[config.mk]
export PLATFORM = sky130hd
export DESIGN_NAME = enemy_laser
export DESIGN_NICKNAME = d
export VERILOG_FILES = /design/src/rtl/space_invaders_pkg.sv /design/src/rtl/laser_tick_gen.sv /design/src/rtl/enemy_laser.sv
export SDC_FILE = /design/constraint.sdc
export NUM_CORES = 1
export LEC_CHECK = 0
export CORE_MARGIN = 2
export CORE_UTILIZATION = 33
export CTS_CLUSTER_SIZE = 8
export DETAILED_ROUTE_END_ITERATION = 10
export PLACE_DENSITY_LB_ADDON = 0.2
export SKIP_CTS_REPAIR_TIMING = 1
export SYNTH_ARGS = -nofsm -noshare
export SYNTH_HDL_FRONTEND = slang
export SYNTH_SLANG_ARGS = --single-unit
[constraint.sdc]
create_clock -name clk_i -period 4.1 [get_ports clk_i]
set_input_delay 0.41 -clock clk_i [delete_from_list [all_inputs] [get_ports clk_i]]
set_output_delay 0.41 -clock clk_i [all_outputs]
set_load 0.005 [all_outputs]
[src/rtl/space_invaders_pkg.sv]
// Shared screen geometry and enemy laser state encoding for the space invaders slice.
package space_invaders_pkg;

  localparam logic [10:0] SCREEN_W      = 11'd640;
  localparam logic [10:0] SCREEN_H      = 11'd480;
  localparam logic [10:0] PLAYER_TOP    = 11'd440;
  localparam logic [10:0] PLAYER_BOTTOM = 11'd455;

  // One-hot so any corrupted encoding is easy to recognise and recover from.
  typedef enum logic [2:0] {
    ST_IDLE   = 3'b001,
    ST_TRAVEL = 3'b010,
    ST_HIT    = 3'b100
  } enemy_laser_state_e;

endpackage

[src/rtl/laser_tick_gen.sv]
// Movement tick divider: counts 0..div_p-1 while enabled and pulses tick_o on the wrap cycle.
// Holding enable low freezes the count; clear_i returns it to zero.
module laser_tick_gen #(
  parameter int div_p = 250000
) (
  input  logic clk_i,
  input  logic reset_n_i,
  input  logic enable_i,
  input  logic clear_i,
  output logic tick_o
);

  localparam int CW = (div_p > 1) ? $clog2(div_p) : 1;
  localparam logic [CW-1:0] LAST = CW'(div_p - 1);

  logic [CW-1:0] count_q;

  // Tick is combinational so the laser moves on the same edge the count wraps.
  assign tick_o = enable_i && (count_q == LAST);

  // Divider count register; clear wins over counting.
  always_ff @(posedge clk_i or negedge reset_n_i) begin
    if (!reset_n_i) begin
      count_q <= '0;
    end else if (clear_i) begin
      count_q <= '0;
    end else if (enable_i) begin
      if (count_q == LAST) count_q <= '0;
      else                 count_q <= count_q + CW'(1);
    end
  end

endmodule

[src/rtl/enemy_laser.sv]
// Enemy laser: one shot in flight at a time, falls in ticks, hits the player or leaves the screen.
// Optional feature: define ENEMY_LASER_SPEEDUP_EN to add level_i and speed the fall by level.
//
// state  | meaning
// IDLE   | no laser on screen, waiting for fire_i
// TRAVEL | laser falling; collision checked every unfrozen cycle
// HIT    | one cycle, hit_o pulses, then back to IDLE
module enemy_laser
  import space_invaders_pkg::*;
#(
  parameter logic [11:0] color_p    = 12'hF00,
  parameter int          step_div_p = 250000,
  parameter int          step_p     = 4,
  parameter int          len_p      = 10,
  parameter int          width_p    = 2
) (
  input  logic       clk_i,
  input  logic       reset_n_i,
`ifdef ENEMY_LASER_SPEEDUP_EN
  input  logic [1:0] level_i,
`endif
  input  logic       fire_i,
  input  logic [9:0] fire_x_i,
  input  logic [9:0] fire_y_i,
  input  logic       freeze_i,
  input  logic       player_alive_i,
  input  logic [9:0] player_left_i,
  input  logic [9:0] player_right_i,
  output logic       fire_ack_o,
  output logic       hit_o,
  output logic       active_o,
  output logic [9:0] laser_x_o,
  output logic [9:0] laser_y_o,
  output logic [3:0] laser_red_o,
  output logic [3:0] laser_green_o,
  output logic [3:0] laser_blue_o
);

  enemy_laser_state_e state_q, state_d;
  logic [9:0]  x_q, x_d, y_q, y_d;
  logic        ack_q, ack_d;
  logic        in_travel, tick, collide;
  logic [10:0] step_w, laser_right, laser_bottom, miss_bottom;

`ifdef ENEMY_LASER_SPEEDUP_EN
  assign step_w = 11'(step_p) + {9'd0, level_i};
`else
  assign step_w = 11'(step_p);
`endif

  assign in_travel = (state_q == ST_TRAVEL);

  // All geometry sums are widened to 11 bits so nothing wraps near the screen bottom.
  assign laser_right  = {1'b0, x_q} + 11'(width_p - 1);
  assign laser_bottom = {1'b0, y_q} + 11'(len_p - 1);
  assign miss_bottom  = laser_bottom + step_w;

  assign collide = (x_q <= player_right_i) &&
                   (laser_right >= {1'b0, player_left_i}) &&
                   (laser_bottom >= PLAYER_TOP) &&
                   ({1'b0, y_q} <= PLAYER_BOTTOM);

  laser_tick_gen #(
    .div_p(step_div_p)
  ) u_tick (
    .clk_i     (clk_i),
    .reset_n_i (reset_n_i),
    .enable_i  (in_travel & ~freeze_i),
    .clear_i   (~in_travel),
    .tick_o    (tick)
  );

  // Next-state, next-position and acknowledge decode.
  always_comb begin
    state_d = state_q;
    x_d     = x_q;
    y_d     = y_q;
    ack_d   = 1'b0;
    if (!player_alive_i) begin
      state_d = ST_IDLE;
    end else begin
      case (state_q)
        ST_IDLE: begin
          if (fire_i && !freeze_i) begin
            state_d = ST_TRAVEL;
            x_d     = fire_x_i;
            y_d     = fire_y_i;
            ack_d   = 1'b1;
          end
        end
        ST_TRAVEL: begin
          if (!freeze_i) begin
            if (collide) begin
              state_d = ST_HIT;
            end else if (tick) begin
              if (miss_bottom >= SCREEN_H) state_d = ST_IDLE;
              else                         y_d     = y_q + step_w[9:0];
            end
          end
        end
        ST_HIT: begin
          if (!freeze_i) state_d = ST_IDLE;
        end
        default: state_d = ST_IDLE;
      endcase
    end
  end

  // State, position and acknowledge registers.
  always_ff @(posedge clk_i or negedge reset_n_i) begin
    if (!reset_n_i) begin
      state_q <= ST_IDLE;
      x_q     <= '0;
      y_q     <= '0;
      ack_q   <= 1'b0;
    end else begin
      state_q <= state_d;
      x_q     <= x_d;
      y_q     <= y_d;
      ack_q   <= ack_d;
    end
  end

  assign fire_ack_o    = ack_q;
  assign active_o      = in_travel;
  assign hit_o         = (state_q == ST_HIT) && !freeze_i && player_alive_i;
  assign laser_x_o     = x_q;
  assign laser_y_o     = y_q;
  assign laser_red_o   = color_p[11:8];
  assign laser_green_o = color_p[7:4];
  assign laser_blue_o  = color_p[3:0];

endmodule

======== Word-level counts from Yosys, hierarchy flattened ========
Cells that the tools add are included.
storage, ports and cells
  output and inout bits ................... 35
  input port bits ......................... 45
  flip-flop bits (word level) ............. 42
  logic and storage cells ................. 64
operators by class
  $lt $le $gt $ge ......................... 5
  equal/unequal tests ..................... 15
  mux-type cells .......................... 20
  bitwise operators ....................... 2
  reduce and logical (&&, ||, !) cells .... 12
  add/sub/neg operators ................... 5
operators by type and width
  kind                     number
  $mux W18                 3
  $mux W10                 5
  $ge A11 B9 Y1 const B    2
  $mux W3                  7
  $pmux W10 S2             1
  $add A18 B1 Y18 const B  1
  $eq A18 B18 Y1 const B   1
  $add A10 B1 Y11 const B  1
  $add A10 B4 Y11 const B  1
  $add A11 B3 Y11 const B  1
  $ge A11 B10 Y1           1
  $add A10 B3 Y10 const B  1
  $le A10 B10 Y1           1
  $le A10 B9 Y1 const B    1
  $ne A3 B3 Y1 const B     3
  $pmux W3 S3              1
  $ne A2 B2 Y1 const B     4
  $ne A4 B2 Y1 const B     2
  $logic_and A1 B1 Y1      7
  $reduce_and A7 Y1        1
  $reduce_and A5 Y1        1
  $ne A2 B1 Y1 const B     2
  $eq A3 B1 Y1 const B     1
  $eq A3 B2 Y1 const B     1
  7 further kinds          9

======== Logic depth before layout (Yosys ltp) ========
Gate-level depths: netlist of run 1.
  depth in word-level cells ............... 9
  mapped depth ............................ 13
  gate-level depth less buffers ........... 13

======== By module ========
Synthesis of run 1 repeated with hierarchy kept, for this count alone.
second synthesis, totals
  cell total of the unflattened synthesis .. 366
  area total of the unflattened synthesis .. 3256.9 um^2
by module, submodules not included
  module          cells an instance  seq. area each (um^2)  area an instance (um^2)  instances
  enemy_laser     264                601.8                  2282.2                   1
  laser_tick_gen  102                450.4                  974.7                    1

======== Worst setup path after synthesis of run 1 ========
Ideal clock, no wire load.
  path kind ............................... reg2reg
  from .................................... register x_q[0], in the netlist laser_x_o[0]
  to ...................................... register y_q[4], in the netlist laser_y_o[4]
  buffers on the path ..................... 0
  data required time ...................... 3979 ps
  setup time .............................. 121 ps
  stages on the path, launching flop included .. 13
  data arrival time ....................... 2787 ps
  slack ................................... 1192 ps
  clock period less this slack ............ 2908 ps
  cells stage by stage .................... dfrtp_1 -> ha_1 -> and4_1 -> nand4_1 -> xnor2_1 -> ha_1 -> nand3_1 -> or3_1 -> o211ai_1 -> o2111ai_4 -> and3_4 -> o22a_1 -> o22a_1
on the way
  word-level cells in the longest chain between the ends .. 7
  elaborated cells between the ends (all ways) .. 8
  classes of those cells .................. 1 x add/sub; 2 x order compare; 1 x eq/ne; 4 x reduce/logical
ends and longest elaborated chain
  element                                 line                text
  start, declared                         enemy_laser.sv:40   logic [9:0] x_q, x_d, y_q, y_d;
  start signal, assigned                  enemy_laser.sv:113  x_q <= '0;
  start signal, assigned                  enemy_laser.sv:118  x_q <= x_d;
  $add A10 B1 Y11                         enemy_laser.sv:54   assign laser_right = {1'b0, x_q} + 11'(width_p - 1);
  $ge A11 B10 Y1                          enemy_laser.sv:59   (laser_right >= {1'b0, player_left_i}) &&
  $logic_and A1 B1 Y1 (*)                 enemy_laser.sv:58   assign collide = (x_q <= player_right_i) &&
  $logic_and A1 B1 Y1 (*)                 enemy_laser.sv:59
  $logic_and A1 B1 Y1 (*)                 enemy_laser.sv:60   (laser_bottom >= PLAYER_TOP) &&
  $ne A2 B2 Y1 (no source line) (*)       n/a
  $reduce_and A7 Y1 (no source line) (*)  n/a
  end signal, assigned                    enemy_laser.sv:119  y_q <= y_d;
  end, declared                           enemy_laser.sv:40
Every way passes the cells marked *; elsewhere a longest branch is shown, timed or not.
A chain may end at the register's enable or synchronous reset.

======== Worst setup path in the final report of run 1 ========
  from .................................... register x_q[1], in the netlist laser_x_o[1]
  to ...................................... register y_q[4], in the netlist laser_y_o[4]
The elaborated chain is that of the path after synthesis.

==> metrics.md, run 1 <==
| Metric | Value |
|---|---|
| Synth area leader | dfrtp_1 |
| Count of flip-flops with a built-in enable after synthesis | 0 |
| Rows | 36 |
| Post-DP Area | 3990 sq um |
| Type of the worst min-delay path | primary input to async pin |
| Yosys warns | 0 |
| Initial antenna violation count | 0 |
| Asr flop ratio synth | 100% |
| Setup Slack @ Placement | 0.952 ns |
| Worst-Margin Slew | 0.997 ns |
| RSZ-0062 raised after global routing | no |
| Clk network pwr share | 24.2% |
| Fin cells | 601 |
| Worst reg-to-reg setup slack | 0.97 ns |
| Post-synth top area share | 31.4% |
| Vias in the first global route | 2942 |
| Peak VDD IR | 0.000177 V |
| GRT Total Usage | 16.3% |
| Clock Latency Late Sink | 0.29 ns |
| Seq pwr share | 40.8% |
| Fin Setup TNS | 0 ns |
| DRT Pass-1 Iters | 4 |
| # nets final | 537 |
| Total gr overflow | 0 |
| Clock Tree Root | clkbuf_8 |
| Pleak | 0.00180 uW |
| Setup WS post-layout | 0.965 ns |
| Clock sink count | 42 |
| CTS tree | yes |
| Final period utilization | 76.5% |
| Cell total after placement | 593 |
| DP HPWL | 6.28 mm |
| NetSw | 475 uW |
| Diodes inserted | 0 |
| Max cap viols | 0 |
| Clock Path Buffers | 2 |
| Number of I/O pins | 80 |
| CP Class | flip-flop to flip-flop |
| Die H | 103 um |
| Fillers | 961 |
| First-pass GRT wire length | 13.9 mm |
| Crit-path max FO | 5 |
| CP required | 4.29 ns |
| Syn-to-layout area delta | 25.6% |
| GPL Wtd Cong | 0.816 |
| Avg Inst Size Synth | 8.02 sq um |
| Final setup violation count | 0 |
| Number of port buffers | 67 |
| Internal power | 889 uW |
| Crit path largest cell delay | 0.42 ns |
| Worst Setup Start Kind | flip-flop |
| Seq/Total Area, Yosys | 32.2% |
| Multi-input logic area | 1970 sq um |
| Reg area | 1050 sq um |
| Core Region | 9680 sq um |
| DR vias | 3086 |
| Part of the power in combinational logic | 35.0% |
| Die area | 10700 sq um |
| Status | finished, final reports clean |
| Worst-path clk slew | 0.09 ns |
| Die W | 103 um |
| #FFs+latches synth | 42 |
| Yosys cell types | 61 |
| Crit path cell chain | ha_1, and4_1, nand4_1, xnor2_1, ha_1, nand3_1, or3_1, o211ai_1, o2111ai_4, and3_4, o22a_1, o22a_1 |
| Largest net degree at the start of global routing | 43 |
| Ratio of cells with drive above 1 in the final layout | 5.13% |
| Arrival time of the worst setup path | 3.32 ns |
| Routed WL per cell | 14.1 um |
| Hold Vio Cnt, Final | 0 |
| # DRC | 0 |
| Vias/cell | 5.13 |
| Final min period | 3.13 ns |
| Fmax | 319 MHz |
| TritonCTS buffer count | 5 |
| Max-slew violations | 0 |
| CP max stage cell | dfrtp_1 |
| Initial Utilization | 33.7% |
| Worst setup EP type | flip-flop |
| Sw Ratio | 34.8% |
| Cell area after layout | 4100 sq um |
| Worst slew margin | 33.5% |
| Power per cell area | 333 nW/um^2 |
| H-tree depth | 2 |
| Antenna-violating nets left | 0 |
| Initial drt markers | 116 |
| Top cells by area, synth | dfrtp_1 (31%), ha_1 (9.6%), nand2_1 (8.6%) |
| Cell Area, Synth | 3260 sq um |
| Total wire length | 8.47 mm |
| Clock Skew | 0.00624 ns |
| Primary FF master, synth | dfrtp_1 |
| Cells after Synth | 407 |
## through the flow
stage	util (%)	power (uW)	hold WS, ns
global placement	41.2	1040	0.514
finish	42.3	1360	0.281
detailed placement	41.2	1040	0.521
global route	42.3	1460	0.349
floorplan	-	838	0.114
CTS	42.3	1380	0.303
## worst max-delay path, delay by kind of cell, from the launching register on
family,cells,cell delay [ns]
compound gates,4,0.89
xor+xnor,1,0.16
fa+ha+maj,2,0.51
flops,1,0.42
simple gates,5,1.06
## flip-flops by register name (all words and copies together) (netlist names)
register,count
u_tick.count_q,18
laser_x_o,10
laser_y_o,10
state_q,3
fire_ack_o,1
## cells in the mapped netlist, types with 2 or more instances
cell type,number
conb_1,2
o211ai_1,3
clkbuf_1,8
nand2_1,75
nor4b_1,3
nand2b_1,4
buf_2,3
or4_1,2
nor4_1,2
xor2_1,5
inv_1,28
nor2_1,26
nand4_1,6
xnor2_1,5
or3_1,4
a31oi_1,8
nand3b_1,2
and3_4,2
a2bb2oi_1,3
nor3_1,6
o22ai_1,5
buf_4,16
and3_1,7
a211o_1,2
a21o_1,4
nand3_1,13
o221ai_1,2
and2_1,3
o21ai_0,36
dfrtp_1,41
a21oi_1,26
o22a_1,2
ha_1,25
## power by group through the flow
stage	registers, uW	logic, uW	clock network (uW)
floorplan	520	317	0
global placement	564	474	0
finish	556	478	330
global route	569	540	354
CTS	556	482	341
detailed placement	564	479	0
## layout by cell type, fill, tap and decap left out, drive strengths merged, types with 6 or more instances in the layout
master / netlist / routed
nand4: 6 / 6
conb: 2 / 12
ha: 25 / 25
nand3: 14 / 14
o21ai: 37 / 37
clkdlybuf4s50: 0 / 66
a31oi: 9 / 9
a21oi: 27 / 27
dfrtp: 41 / 41
nor3: 6 / 6
nor2: 26 / 26
inv: 28 / 28
nand2: 75 / 75
and3: 9 / 9
## area by class of cell
type / instances / share of cell area, %
clock buffers: 5 / 1.68
clock inverters: 3 / 0.977
inverters: 29 / 2.66
multi-input cells: 319 / 48.2
flip-flops and latches: 42 / 25.7
well taps: 133 / 4.06
repair buffers: 70 / 16.8
## final timing paths
check / from / end / cells past startpoint
worst min-delay path: reset_n_i / u_tick.count_q[12] / 1
worst max register to register: laser_x_o[1] / laser_y_o[4] / 12
worst max-delay path: laser_x_o[1] / laser_y_o[4] / 12
min in group clk_i: u_tick.count_q[9] / u_tick.count_q[9] / 1
worst min register to register: u_tick.count_q[9] / u_tick.count_q[9] / 1
max in group asynchronous: reset_n_i / laser_x_o[7] / 1
## cells by family after synthesis
group,synth area share [%]
buffers and inverters,8.40
AND/OR/NAND/NOR,25.2
AO/OA/AOI/OAI,21.3
flip-flops,32.2
XOR/XNOR,2.68
multiplexers,0.307
other,0.230
adder cells (fa/ha/maj),9.59
## metal layers
layer / wire length [um] / track usage, % / share of wire, % / up-vias
met5: 0 / 0 / 0 / -
met4: 187 / 5.47 / 2.2 / 0
met3: 457 / 3.09 / 5.4 / 20
met2: 3990 / 27.0 / 47 / 86
met1: 3840 / 21.3 / 45 / 1449
li1: - / - / - / 1531
Note: power is estimated with default switching activity, not from simulation.
==> inputs of run 2 (changes only) <==
==> constraint.sdc (replaced) <==
create_clock -name clk_i -period 3.2 [get_ports clk_i]
set_input_delay 0.32 -clock clk_i [delete_from_list [all_inputs] [get_ports clk_i]]
set_output_delay 0.32 -clock clk_i [all_outputs]
set_load 0.005 [all_outputs]
==> metrics.md, run 2 (synthesis results as in run 1) <==
| Metric | Value |
|---|---|
| Fmax | 330 MHz |
| Min Hold Slack | 0.182 ns |
| Cell area after layout | 4170 sq um |
| Number of port buffers | 67 |
| Pleak | 0.00182 uW |
| Initial antenna violation count | 0 |
| # nets final | 543 |
| Worst reg-to-reg setup slack | 0.17 ns |
| # DRC | 0 |
| Worst Setup Start Kind | flip-flop |
| RSZ-0062 raised after global routing | yes |
| Final setup violation count | 0 |
| Syn-to-layout area delta | 27.7% |
| Die area | 10700 sq um |
| Cell total after placement | 597 |
| Final min period | 3.03 ns |
| Worst-case reg-to-reg path depth | 12 |
| Final Power | 1730 uW |
| Rows | 36 |
| Reg-to-reg critical path startpoint | laser_x_o[1] |
| DR vias | 3050 |
| Power per cell area | 415 nW/um^2 |
| Ratio of cells with drive above 1 in the final layout | 8.02% |
| Fin cells | 607 |
| Max-slew violations | 0 |
| Final period utilization | 94.6% |
| GRT Total Usage | 16.5% |
| Total wire length | 8.39 mm |
| Max FFs per register | 18 |
| Reg2reg end | laser_y_o[4] |
| Post-DP Area | 4020 sq um |
| Clock Path Buffers | 2 |
| Initial drt markers | 110 |
| Largest Register | u_tick.count_q |
| Initial Utilization | 33.7% |
| Routed WL per cell | 13.8 um |
| Vias in the first global route | 2918 |
| Worst-path clk slew | 0.09 ns |
| Max cap viols | 0 |
| Hold Vio Cnt, Final | 0 |
| TritonCTS buffer count | 5 |
| Clock Tree Root | clkbuf_8 |
| Vias/cell | 5.02 |
| Worst setup EP type | flip-flop |
| Core Region | 9680 sq um |
| DRT Pass-1 Iters | 6 |
| Commonest non-fill, non-tap cells in the layout | nand2_1 (75), clkdlybuf4s50_1 (66), dfrtp_1 (40) |
| Most common cell after layout, fill and taps aside | nand2_1 |
| Clock sink count | 42 |
| CP Class | flip-flop to flip-flop |
| Clock Skew | 0.0159 ns |
| Status | finished, final reports clean |
| Worst slew margin | 34.3% |
| CP required | 3.39 ns |
| Die W | 103 um |
| First-pass GRT wire length | 14.1 mm |
| Largest net degree at the start of global routing | 43 |
| Clock Latency Late Sink | 0.30 ns |
| Type of the worst min-delay path | primary input to async pin |
| Number of I/O pins | 80 |
| Worst-Margin Slew | 0.985 ns |
| GPL Wtd Cong | 0.809 |
| Post-layout util | 43.0% |
| H-tree depth | 2 |
| CTS tree | yes |
| Antenna-violating nets left | 0 |
| Peak VDD IR | 0.000137 V |
| Arrival time of the worst setup path | 3.22 ns |
| Diodes inserted | 0 |
| DP HPWL | 6.25 mm |
| Total gr overflow | 0 |
| Die H | 103 um |
| Crit-path max FO | 5 |
## run 2: layout make-up
type	instances	area (sq um)
Sequential cell	42	1050
Fill cell	984	5520
Clock buffer	6	82.6
Timing Repair Buffer	76	733
Inverter	29	109
Tap cell	133	166
Multi-Input combinational cell	319	2010
Clock inverter	2	12.5
## run 2: critical path, cell delays in order, from the launching register on
cell	delay (ns)
dfrtp_1	0.43
ha_4	0.17
and4_4	0.23
nand4_1	0.11
xnor2_1	0.16
ha_1	0.32
nand3_2	0.07
or3_1	0.30
o211ai_1	0.30
o2111ai_4	0.22
and3_4	0.25
o22a_1	0.18
o22a_1	0.19
## run 2: where the power goes
group,internal (uW),switching (uW)
Combinational,350,309
Clock,174,192
Sequential,584,119
## run 2: how the worst max path moves through the flow
stage / endpoint / depth (start not counted) / startpoint / slack, ns
after floorplan: laser_y_o[4] / 12 / laser_x_o[0] / 0.29
after global placement: laser_y_o[4] / 12 / laser_x_o[0] / 0.11
after detailed placement: laser_y_o[4] / 12 / laser_x_o[1] / 0.05
after CTS: laser_y_o[4] / 12 / laser_x_o[1] / 0.05
after global routing: laser_y_o[4] / 12 / laser_x_o[1] / -0.03
final: laser_y_o[4] / 12 / laser_x_o[1] / 0.17
## run 2: per-layer routing
metal / vias up / routed length, um / GRT usage [%] / part of all wire (%)
met4: 0 / 109 / 4.35 / 1.3
met3: 8 / 330 / 2.35 / 3.9
met2: 71 / 4100 / 28.1 / 49
met1: 1432 / 3850 / 21.9 / 46
li1: 1539 / - / - / -
met5: - / 0 / 0 / 0
## run 2: through the flow
| stage | TNS [ns] | setup slack [ns] |
|---|---|---|
| after global routing | -0.0291 | -0.0291 |
| after floorplan | 0 | 0.292 |
| after global placement | 0 | 0.110 |
| final | 0 | 0.172 |
| after CTS | 0 | 0.0470 |
| after detailed placement | 0 | 0.0544 |
==> inputs of run 3 (changes only) <==
--- a/config.mk
+++ b/config.mk
@@ -7,6 +7,7 @@
 export LEC_CHECK = 0
 export CORE_MARGIN = 2
 export CORE_UTILIZATION = 33
+export CTS_CLUSTER_DIAMETER = 100
 export CTS_CLUSTER_SIZE = 8
 export DETAILED_ROUTE_END_ITERATION = 10
 export PLACE_DENSITY_LB_ADDON = 0.2
==> constraint.sdc (replaced) <==
create_clock -name clk_i -period 3.2 [get_ports clk_i]
set_input_delay 0.32 -clock clk_i [delete_from_list [all_inputs] [get_ports clk_i]]
set_output_delay 0.32 -clock clk_i [all_outputs]
set_load 0.1 [all_outputs]
==> metrics.md, run 3 (synthesis results as in run 1) <==
| Metric | Value |
|---|---|
| DR WL met3 | 327 um |
| Worst-path clk slew | 0.09 ns |
| Max-slew violations | 0 |
| Cell total after placement | 598 |
| GRT Total Usage | 16.1% |
| Top layer in use | met4 |
| Initial drt markers | 89 |
| Crit-path max FO | 5 |
| Number of I/O pins | 80 |
| Fin cells | 610 |
| RSZ-0062 raised after global routing | no |
| Power per cell area | 535 nW/um^2 |
| Post-DP Area | 4040 sq um |
| Routed WL per cell | 13.9 um |
| Max FFs per register | 18 |
| Largest Register | u_tick.count_q |
| Rows | 36 |
| Antenna-violating nets left | 0 |
| Reg area | 1070 sq um |
| Multi-input logic area | 2010 sq um |
| CP Class | flip-flop to flip-flop |
| Clock sink count | 42 |
| DRT Pass-1 Iters | 4 |
| Commonest non-fill, non-tap cells in the layout | nand2_1 (75), clkdlybuf4s50_1 (56), o21ai_0 (36) |
| Clock Tree Root | clkbuf_8 |
| CP max stage cell | dfrtp_4 |
| DR vias | 3033 |
| WL met2 | 4.08 mm |
| Met1 WL | 3.95 mm |
| Status | finished, final reports clean |
| Largest net degree at the start of global routing | 43 |
| H-tree depth | 2 |
| Vias in the first global route | 2843 |
| Initial antenna violation count | 0 |
| Final min period | 3.00 ns |
| Total wire length | 8.45 mm |
| Crit path buffers/inverters | 0 |
| Diodes inserted | 0 |
| Fillers | 954 |
| Initial Utilization | 33.7% |
| Final period utilization | 93.7% |
| GPL Wtd Cong | 0.838 |
| # nets final | 546 |
| Vias/cell | 4.97 |
| Worst slew margin | 34.1% |
| Total gr overflow | 0 |
| Worst-case reg-to-reg path depth | 12 |
| Die area | 10700 sq um |
| Cell area after layout | 4190 sq um |
| Crit path cell chain | ha_4, and4_4, nand4_1, xnor2_1, ha_1, nand3_2, or3_1, o211ai_1, o2111ai_4, and3_4, o22a_1, o22a_1 |
| Die H | 103 um |
| Worst Setup Start Kind | flip-flop |
| Pleak | 0.00184 uW |
| Max cap viols | 0 |
| Final setup violation count | 0 |
| TritonCTS buffer count | 5 |
| Worst path depth | 12 |
| Syn-to-layout area delta | 28.5% |
| # DRC | 0 |
| DP HPWL | 6.31 mm |
| Core Region | 9680 sq um |
| Crit path largest cell delay | 0.46 ns |
| Worst reg-to-reg setup slack | 0.20 ns |
| Clock Latency Late Sink | 0.29 ns |
| Clock Path Buffers | 2 |
| Die W | 103 um |
| Most Frequent Cell on Critical Path | o22a_1 |
| Number of port buffers | 67 |
| First-pass GRT wire length | 13.7 mm |
| Clock Skew | 0.0113 ns |
| Fmax | 334 MHz |
| Worst-Margin Slew | 0.986 ns |
| Type of the worst min-delay path | primary input to async pin |
| Worst setup EP type | flip-flop |
| Fin Setup TNS | 0 ns |
| Arrival time of the worst setup path | 3.19 ns |
| Peak VDD IR | 0.000249 V |
| CP required | 3.39 ns |
| CTS tree | yes |
| Most common cell after layout, fill and taps aside | nand2_1 |
| Crit-path leading delay family | simple AND/OR/NAND/NOR gates |
| Ratio of cells with drive above 1 in the final layout | 11.7% |
| Hold Vio Cnt, Final | 0 |
run 3: cell count changes in the layout (fill, tap and decap cells not counted), moves of 2 or more:
cell	previous run	this run
dfrtp_2	1	6
dfrtp_1	40	32
clkdlybuf4s50_1	66	56
buf_4	9	22
nor2_1	24	26
nor2_2	2	0
dfrtp_4	0	3
run 3: layout make-up:
| type | count | share of cell area, % |
|---|---|---|
| flip-flops and latches | 42 | 25.5 |
| repair buffers | 79 | 17.4 |
| well taps | 133 | 3.97 |
| clock buffers | 6 | 1.73 |
| multi-input cells | 319 | 47.8 |
| inverters | 29 | 2.60 |
| clock inverters | 2 | 0.895 |
run 3: power by group:
group / switching (uW) / leakage (uW) / total, uW / internal [uW]
combinational: 765 / 0.00125 / 1110 / 348
sequential: 112 / 0.000532 / 704 / 592
clock: 192 / 0.0000514 / 426 / 233
total: 1070 / 0.00184 / 2240 / 1170
run 3: final timing paths:
kind                                    start                  to
setup / recovery                 laser_x_o[1]        laser_y_o[4]
hold / removal                      reset_n_i  u_tick.count_q[10]
setup reg to reg                 laser_x_o[1]        laser_y_o[4]
hold reg to reg            u_tick.count_q[10]  u_tick.count_q[10]
max in group asynchronous           reset_n_i        laser_x_o[1]
min in group clk_i         u_tick.count_q[10]  u_tick.count_q[10]
run 3: metrics by stage:
step	power [uW]	utilization [%]	hold WS (ns)	worst slack (ns)
floorplan	1530	-	0.0244	0.0349
global placement	1800	41.7	0.513	0.184
detailed placement	1810	41.7	0.519	0.136
CTS	2240	42.9	0.216	0.129
global route	2380	43.3	0.258	0.0138
finish	2240	43.3	0.188	0.202
run 3: per-layer routing:
metal | GRT usage [%] | vias up
met3 | 2.15 | 6
li1 | - | 1545
met2 | 28.0 | 53
met4 | 3.54 | 0
met5 | 0 | -
met1 | 21.4 | 1429
